--- src/rtl/mul_acc_reconstructor_if.sv ---
// Handshake and operand bus for the shift-add multiply-accumulate unit.
// The master drives the request and operands. The slave returns status and the product.
interface mul_acc_reconstructor_if #(
    parameter int WIDTH = 16
);
    logic                 start;
    logic [WIDTH-1:0]     a;
    logic [WIDTH-1:0]     b;
    logic [WIDTH-1:0]     c;
    logic                 busy;
    logic                 done;
    logic [2*WIDTH-1:0]   product;

    modport master (
        output start, a, b, c,
        input  busy, done, product
    );

    modport slave (
        input  start, a, b, c,
        output busy, done, product
    );
endinterface

--- src/rtl/mul_acc_reconstructor.sv ---
// Sequential radix-2 shift-add unit: product = a*b + c, retiring one multiplier bit per clock.
// It rebuilds a dividend from the quotient, divisor and remainder.
module mul_acc_reconstructor #(
    parameter int WIDTH = 16
) (
    input  logic                    clk,
    input  logic                    rst_n,
    mul_acc_reconstructor_if.slave  bus
);
    localparam int CW = $clog2(WIDTH + 1);

    typedef enum logic [1:0] {
        S_IDLE,
        S_RUN,
        S_DONE
    } state_t;

    state_t               r_state;
    logic [2*WIDTH:0]     r_p;
    logic [WIDTH-1:0]     r_a_q;
    logic [CW-1:0]        r_cnt;
    logic                 r_busy;
    logic                 r_done;
    logic [2*WIDTH-1:0]   r_product;

    logic [WIDTH:0]       w_upper;
    logic [2*WIDTH:0]     w_shift;

    // The upper part is WIDTH+1 bits, so the carry from adding a_q is kept before the shift.
    always_comb begin
        w_upper = r_p[2*WIDTH:WIDTH] + (r_p[0] ? {1'b0, r_a_q} : '0);
        w_shift = {1'b0, w_upper, r_p[WIDTH-1:1]};
    end

    always_ff @(posedge clk or negedge rst_n) begin
        if (!rst_n) begin
            r_state   <= S_IDLE;
            r_p       <= '0;
            r_a_q     <= '0;
            r_cnt     <= '0;
            r_busy    <= 1'b0;
            r_done    <= 1'b0;
            r_product <= '0;
        end else begin
            case (r_state)
                S_IDLE, S_DONE: begin
                    r_done <= 1'b0;
                    if (bus.start) begin
                        r_a_q   <= bus.a;
                        r_p     <= {1'b0, bus.c, bus.b};
                        r_cnt   <= CW'(WIDTH);
                        r_busy  <= 1'b1;
                        r_state <= S_RUN;
                    end else begin
                        r_busy  <= 1'b0;
                        r_state <= S_IDLE;
                    end
                end
                S_RUN: begin
                    r_p   <= w_shift;
                    r_cnt <= r_cnt - CW'(1);
                    if (r_cnt == CW'(1)) begin
                        r_product <= w_shift[2*WIDTH-1:0];
                        r_busy    <= 1'b0;
                        r_done    <= 1'b1;
                        r_state   <= S_DONE;
                    end
                end
                default: begin
                    r_busy  <= 1'b0;
                    r_done  <= 1'b0;
                    r_state <= S_IDLE;
                end
            endcase
        end
    end

    assign bus.busy    = r_busy;
    assign bus.done    = r_done;
    assign bus.product = r_product;
endmodule

--- src/flat_wrapper.sv ---
// flat-port wrapper written by rule: the top's interface ports become plain ports
module mul_acc_reconstructor_flat 
#(
    parameter int WIDTH = 16
)
  (clk, rst_n, bus_start, bus_a, bus_b, bus_c, bus_busy, bus_done, bus_product);
  mul_acc_reconstructor_if #(.WIDTH(WIDTH)) bus_i ();
  input  logic clk;
  input  logic rst_n;
  input wire logic [$bits(bus_i.start)-1:0] bus_start;
  input wire logic [$bits(bus_i.a)-1:0] bus_a;
  input wire logic [$bits(bus_i.b)-1:0] bus_b;
  input wire logic [$bits(bus_i.c)-1:0] bus_c;
  output wire logic [$bits(bus_i.busy)-1:0] bus_busy;
  output wire logic [$bits(bus_i.done)-1:0] bus_done;
  output wire logic [$bits(bus_i.product)-1:0] bus_product;
  assign bus_i.start = bus_start;
  assign bus_i.a = bus_a;
  assign bus_i.b = bus_b;
  assign bus_i.c = bus_c;
  assign bus_busy = bus_i.busy;
  assign bus_done = bus_i.done;
  assign bus_product = bus_i.product;
  mul_acc_reconstructor #(.WIDTH(WIDTH)) u_core (.clk(clk), .rst_n(rst_n), .bus(bus_i));
endmodule
--- config.mk ---
export PLATFORM = sky130hd
export DESIGN_NAME = mul_acc_reconstructor_flat
export DESIGN_NICKNAME = d
export VERILOG_FILES = /design/src/rtl/mul_acc_reconstructor_if.sv /design/src/rtl/mul_acc_reconstructor.sv /design/src/flat_wrapper.sv
export SDC_FILE = /design/constraint.sdc
export NUM_CORES = 1
export LEC_CHECK = 0
export CAP_MARGIN = 30
export CORE_MARGIN = 10
export CORE_UTILIZATION = 30
export CTS_BUF_LIST = sky130_fd_sc_hd__clkbuf_4
export CTS_CLUSTER_SIZE = 28
export DETAILED_ROUTE_END_ITERATION = 10
export PLACE_DENSITY = 0.48
export RECOVER_POWER = 50
export SYNTH_ARGS = -nofsm -noshare
export SYNTH_HDL_FRONTEND = slang
export SYNTH_SLANG_ARGS = --single-unit
--- constraint.sdc ---
create_clock -name clk -period 2.85 [get_ports clk]
set_input_delay 0.4275 -clock clk [delete_from_list [all_inputs] [get_ports clk]]
set_output_delay 0.4275 -clock clk [all_outputs]
set_load 0.01 [all_outputs]
---- Word-level counts from Yosys, hierarchy flattened ----
Index checks and enable logic that the tools add are counted.
storage, ports and cells
  latch bits .............................. 0
  word-level logic and storage cells ...... 33
  ROM bits ................................ 0
  bits in registers ....................... 90
  memories kept ........................... 0
  memory bits (writable) .................. 0
  output and inout bits ................... 34
  bits of input ports ..................... 51
cells by class
  multiplexer cells ....................... 13
  bitwise gates (word level) .............. 0
  shifts and indexed selects .............. 0
  divide/modulo/power cells ............... 0
  $mul .................................... 0
  magnitude comparators ................... 0
  eq/ne operators ......................... 5
  reduce and logical (&&, ||, !) cells .... 6
  add/sub/neg operators ................... 2
operator list
  operator             count
  $pmux 33 s2          1
  $mux 33              1
  $add 17x17->17       1
  $mux 16              1
  $pmux 5 s2           1
  $reduce_and 2->1     3
  $eq 5x1->1 const B   1
  $mux 1               5
  $mux 5               1
  $sub 5x1->5 const B  1
  $pmux 2 s2           1
  $eq 2x1->1 const B   1
  $eq 2x2->1 const B   1
  $logic_not 2->1      1
  $mux 2               1
  $ne 2x1->1 const B   1
  $ne 2x2->1 const B   1
  $pmux 1 s2           1
  $reduce_bool 2->1    1
  $reduce_or 2->1      1

---- Logic depth before layout (Yosys ltp) ----
Gate-level depths: netlist of run 1.
  depth in word-level cells ............... 4
  mapped depth ............................ 10

---- Least setup slack after synthesis of run 1 ----
Ideal clock, no wire load.
  path type ............................... flip-flop to flip-flop
  start ................................... register u_core.r_p[0]
  end ..................................... register u_core.r_product[31] (netlist: u_core.bus.product[31])
  path slack .............................. 0.387 ns
  arrival time ............................ 2.329 ns
  required time ........................... 2.717 ns
  library setup time ...................... 0.133 ns
  cell stages (with the launch flop) ...... 10
  cell sequence ........................... dfrtp_1 > and2_1 > ha_1 > fa_1 > a21o_1 > a311o_1 > nand3_2 > nand2_4 > a2111oi_4 > o31ai_1
between the ends
  longest elaborated chain between the ends .. 2
ends and longest elaborated chain
  element                   RTL line                     RTL
  start: declaration        mul_acc_reconstructor.sv:19  logic [2*WIDTH:0] r_p;
  start signal: assignment  mul_acc_reconstructor.sv:50  r_p <= {1'b0, bus.c, bus.b};
  start signal: assignment  mul_acc_reconstructor.sv:60  r_p <= w_shift;
  $mux 16                   mul_acc_reconstructor.sv:31  w_upper = r_p[2*WIDTH:WIDTH] + (r_p[0] ? {1'b0, r_a_q} : '0);
  $add 17x17->17            mul_acc_reconstructor.sv:31
  end signal: assignment    mul_acc_reconstructor.sv:63  r_product <= w_shift[2*WIDTH-1:0];
  end: declaration          mul_acc_reconstructor.sv:24  logic [2*WIDTH-1:0] r_product;
Every way passes these cells.
A chain may end at the register's enable or synchronous reset.

---- Worst setup path after layout of run 1 ----
Same ends and word-level chain as after synthesis.

==> out/metrics.yaml, run 1 <==
layout-drive-gt1-share: 0.0722
hold_viol_final: 0
finalPower_uw: 6250
power.density_mw_per_mm2: 1130
post_cts_resized: 0
synth_cell_types: 49
cts_tree: "done"
drc_errors: 0
ys_async_sr_fraction: 1.00
clk_latency_ns: 0.47
drt_iter0_drc: 188
drtAntennaViolNets: 0
end_kind: "register"
place.detailed.hpwl_um: 8660
final_nets: 619
hold_buffers: 1
antenna_found_initial: 0
synth_area_mm2: 0.00435
avgSynthCellArea_um2: 9.25
crit_arrival_ns: 3.00
synth_top_cell_area_share: 0.506
grt_pass1_wl_um: 19600
vdd.ir_drop.worst_mv: 0.472
tns_ns: 0
clock_skew_ns: 0.0125
viasPerCell: 4.90
outcome: "finished, final reports clean"
fillers: 1413
syn_to_final_growth_pct: 27.5
gp_congestion: 0.883
num_rows: 43
syn_nets: 540
synth-edff-count: 0
io_pins: 85
start_util: 0.310
seq_area_frac_synth: 0.506
syn-instance-count: 470
setup_viol: 0
overflow: 0
vias: 3595
pre_cts_ws_ns: 0.230
layout_commonest_cell: "nand2_1"
h-tree-depth: 3
synthTopCellsByArea: "dfrtp_1 51%, nand2_1 14%, ha_1 5.2%"
wire_per_inst_um: 16.4
r2r-start: "u_core.r_p[0]"
layout_common_cells: "162 x nand2_1, 88 x dfrtp_1, 83 x clkdlybuf4s50_1"
clk_pin_slew_ns: 0.15
fmax_mhz: 378
routed_wl_um: 12100
cts.sinks: 88
grt_pass1_vias: 3744
drt_pass1_iterations: 4
path_class: "register to register"
synth-main-ff-cell: "dfrtp_1"
n_antenna_cell: 0
worst_slack_ns: 0.202
hold_path.startpoint: "bus_a[9]"
worst_pin_slew_ns: 1.01
start_kind: "register"
cts_root_buffer: "clkbuf_4"
yosysTopAreaCell: "dfrtp_1"
numPortBuffers: 84
rsz0062_at_grt: "false"
slew_headroom: 0.325
worstPathMaxFanout: 15
synth_warnings: 0
crit_required_ns: 3.20
synth_seq_cells: 88
fin_crit_ns: 2.65
post_cts_buffers: 0
die_x_um: 140
cts_buffers: 9
slew_violations: 0
core_region_area_mm2: 0.0140
hold_path.class: "input pin to register"
cap_violations: 0
grt_max_degree: 51
grtUsageTotal: 0.123
clock_path_buffers: 2
fin_crit_sh: 0.929
crit_start: "u_core.r_p[0]"
fp.dieH_um: 140
dieArea_mm2: 0.0197
p_leak_uw: 0.00258
## critical path: stages, from the launching register on
cell       delay [ns]
dfrtp_1          0.41
buf_4            0.19
and2_1           0.18
fa_1             0.44
a21o_1           0.23
a311o_1          0.41
nand3_2          0.12
nand2_4          0.08
a2111oi_4        0.36
o31ai_1          0.12
## routing by layer
layer	global-route usage	routed length, µm	vias up
li1	-	-	1766
met5	0	0	-
met4	0.0391	161	0
met2	0.196	5620	98
met3	0.0368	731	12
met1	0.155	5550	1719
## power by group
| group | switching [µW] | total, µW | internal (µW) |
|---|---|---|---|
| logic | 1790 | 3280 | 1490 |
| clock network | 468 | 745 | 277 |
| registers | 385 | 2230 | 1850 |
## final cells by class
type                    instances  area (µm²)  area share
inverters                       7        26.3     0.00474
multi-input cells             349        2020       0.365
clock inverters                 7        77.6      0.0140
clock buffers                   9        67.6      0.0122
well taps                     180         225      0.0406
repair buffers                 94         926       0.167
flip-flops and latches         88        2200       0.397
## final timing paths
kind | slack, ns | end | depth (start not counted)
setup / recovery | 0.20 | u_core.bus.product[31] | 9
hold / removal | 0.47 | u_core.r_a_q[9] | 3
setup reg to reg | 0.20 | u_core.bus.product[31] | 9
hold reg to reg | 0.49 | u_core.bus.product[6] | 2
max in group asynchronous | 1.38 | u_core.r_p[28] | 3
min in group asynchronous | 0.65 | u_core.r_cnt[2] | 2
## registers in the layout (all words and copies together), names as in the netlist
register and flops:
u_core.bus.product 32, u_core.r_p 32, u_core.r_a_q 16, u_core.r_cnt 5, u_core.r_state 2, u_core.bus.busy 1
## synth_stat cells (4+ instances only)
library cell and instances:
buf_1 4, mux2_2 5, and2_1 16, inv_1 6, xnor2_1 8, nor2b_1 4
ha_1 18, dfrtp_1 88, o31ai_1 5, o21ai_0 20, clkbuf_1 18, a21o_1 6
a22oi_1 28, nand3_1 6, o21ai_1 4, nor2_1 10, nand2_1 162, a21oi_1 16
## stage by stage
stage	util	area, µm²	hold WS (ns)	cells
floorplan	-	4350	0.132	470
global placement	0.384	5390	0.449	717
detailed placement	0.384	5390	0.443	717
CTS	0.395	5550	0.436	734
global route	0.395	5550	0.463	734
finish	0.395	5550	0.474	734
## cells by family (layout without fill, tap and decap cells)
family                   count (synthesis)  count (layout)  synth area share
AO/OA/AOI/OAI                          100             100             0.159
XOR/XNOR                                11              11            0.0222
adder cells (fa/ha/maj)                 19              19            0.0564
buffers and inverters                   33             117            0.0316
flip-flops                              88              88             0.506
multiplexers                             8               8            0.0198
AND/OR/NAND/NOR                        211             211             0.205
Power figures use the tool's default switching activity.
==> run 2, diff against run 1 <==
--- a/config.mk
+++ b/config.mk
@@ -5,13 +5,14 @@
 export SDC_FILE = /design/constraint.sdc
 export NUM_CORES = 1
 export LEC_CHECK = 0
+export ABC_AREA = 1
 export CAP_MARGIN = 30
 export CORE_MARGIN = 10
 export CORE_UTILIZATION = 30
 export CTS_BUF_LIST = sky130_fd_sc_hd__clkbuf_4
 export CTS_CLUSTER_SIZE = 28
 export DETAILED_ROUTE_END_ITERATION = 10
-export PLACE_DENSITY = 0.48
+export PLACE_DENSITY = 0.5
 export RECOVER_POWER = 50
 export SYNTH_ARGS = -nofsm -noshare
 export SYNTH_HDL_FRONTEND = slang
==> constraint.sdc (replaced) <==
create_clock -name clk -period 2.3 [get_ports clk]
set_input_delay 0.345 -clock clk [delete_from_list [all_inputs] [get_ports clk]]
set_output_delay 0.345 -clock clk [all_outputs]
set_load 0.01 [all_outputs]
==> out/metrics.yaml, run 2 <==
layout_common_cells: "237 x nand2_1, 87 x dfrtp_1, 83 x inv_1, 83 x clkdlybuf4s50_1, 31 x nand3_1"
drt_iter0_drc: 253
r2r-start: "u_core.r_p[0]"
clock_path_buffers: 2
outcome: "finished, final reports clean"
placed_cell_area_mm2: 0.00566
cts_tree: "done"
end_kind: "register"
io_pins: 85
hold_path.startpoint: "bus_a[2]"
rsz0062_at_grt: "false"
fp.dieH_um: 144
slew_violations: 0
fin_crit_sh: 0.900
clk_pin_slew_ns: 0.15
p_leak_uw: 0.00304
drtAntennaViolNets: 0
overflow: 0
synth_seq_cells: 88
synth_cell_types: 35
layout_commonest_cell: "nand2_1"
grtUsageTotal: 0.131
viasPerCell: 4.61
grt_pass1_vias: 4087
place.detailed.hpwl_um: 9790
crit_arrival_ns: 2.46
avgSynthCellArea_um2: 7.86
placed_cells: 847
final_nets: 741
core_region_area_mm2: 0.0151
synth_area_mm2: 0.00460
worstPathMaxFanout: 10
vdd.ir_drop.worst_mv: 0.358
ff2ff_path_depth: 12
vias: 3989
rrSetupSlack_ns: 0.23
syn_nets: 655
fin_cells: 865
slew_headroom: 0.246
synth_top_cell_area_share: 0.479
cap_violations: 0
setup_viol: 0
finalHoldWorstSlack_ns: 0.381
power.density_mw_per_mm2: 1370
clk_latency_ns: 0.50
synth-main-ff-cell: "dfrtp_1"
min_to: "u_core.r_a_q[2]"
synth-edff-count: 0
highest_layer: "met4"
gp_congestion: 0.886
die_x_um: 144
fmax_mhz: 483
finalPower_uw: 7970
holdPathStages: 3
yosysTopAreaCell: "dfrtp_1"
syn_to_final_growth_pct: 26.6
h-tree-depth: 3
seq_area_frac_synth: 0.479
fillers: 1591
wl_met3_um: 682
wl_met1_um: 6320
post_cts_buffers: 0
yosysMostFrequentCell: "nand2_1"
tns_ns: 0
final_area_mm2: 0.00582
fin_crit_ns: 2.07
start_kind: "register"
crit_required_ns: 2.69
grt_pass1_wl_um: 21300
drt_pass1_iterations: 4
worstReg2RegEnd: "u_core.bus.product[28]"
num_rows: 45
grt_max_degree: 52
hold_path.class: "input pin to register"
clock_skew_ns: 0.0222
start_util: 0.305
antenna_found_initial: 1
numPortBuffers: 84
dieArea_mm2: 0.0207
drc_errors: 0
ys_async_sr_fraction: 1.00
wire_per_inst_um: 15.0
cts.sinks: 88
synth_warnings: 0
routed_wl_um: 12900
syn-instance-count: 585
met2_length_um: 5710
worst_pin_slew_ns: 1.13
cts_buffers: 9
synthTopCellsByArea: "dfrtp_1 48%, nand2_1 19%, inv_1 6.7%"
layout-drive-gt1-share: 0.0533
synth_common_cells: "237 x nand2_1, 88 x dfrtp_1, 82 x inv_1"
cts_root_buffer: "clkbuf_4"
path_class: "register to register"
hold_viol_final: 0
[run 2: power by group]
group | leakage [µW] | internal (µW) | switching [µW] | total, µW
logic | 0.00186 | 1750 | 2440 | 4190
clock network | 0.0000911 | 453 | 595 | 1050
registers | 0.00108 | 2300 | 433 | 2730
total | 0.00304 | 4500 | 3470 | 7970
[run 2: logic make-up after synthesis]
kind of cell    after synthesis  synth area share
xor+xnor                      4           0.00762
compound gates               68            0.0979
simple gates                300             0.270
flops                        88             0.479
buf+inv                     106            0.0925
fa+ha+maj                    19            0.0533
[run 2: area by class of cell]
cell class	count	area (µm²)	share of cell area
diodes	1	2.50	0.000430
clock buffers	9	67.6	0.0116
clock inverters	7	104	0.0178
inverters	86	323	0.0554
multi-input cells	391	1980	0.339
flip-flops and latches	88	2200	0.378
well taps	188	235	0.0404
repair buffers	95	913	0.157
[run 2: critical path, stage by stage, from the launching register on]
cell     delay [ns]
dfrtp_2        0.48
buf_4          0.19
nand2_1        0.08
inv_1          0.08
ha_1           0.34
nand2_1        0.18
inv_1          0.06
nand2_1        0.06
nand2_1        0.04
a21oi_1        0.18
nand3_1        0.13
nand3_1        0.11
nand2_1        0.05
[run 2: stage by stage]
stage,worst slack (ns),util
global route,0.00781,0.386
floorplan,0.173,-
global placement,0.224,0.375
CTS,0.190,0.387
finish,0.230,0.386
detailed placement,0.217,0.375
[run 2: how the worst max path moves through the flow]
stage | startpoint | end | slack, ns
6_report | u_core.r_p[0] | u_core.bus.product[28] | 0.23
5_1_grt | u_core.r_p[0] | u_core.r_p[23] | 0.008
4_1_cts | u_core.r_p[0] | u_core.bus.product[23] | 0.19
3_5_place_dp | u_core.r_p[0] | u_core.r_p[21] | 0.22
3_3_place_gp | u_core.r_p[0] | u_core.bus.product[29] | 0.22
2_1_floorplan | u_core.r_p[0] | u_core.r_p[21] | 0.17
[run 2: timing repair]
item / CTS / global route
setup endpoints to repair: 0 / 7
endpoints found under the hold margin: 42 / 0
resized for setup: 0 / 2
hold buffers: 1 / 0
[run 2: routing by layer]
metal / track usage / up-vias
li1: - / 2028
met1: 0.171 / 1842
met2: 0.204 / 102
met3: 0.0274 / 17
met4: 0.0553 / 0
met5: 0 / -
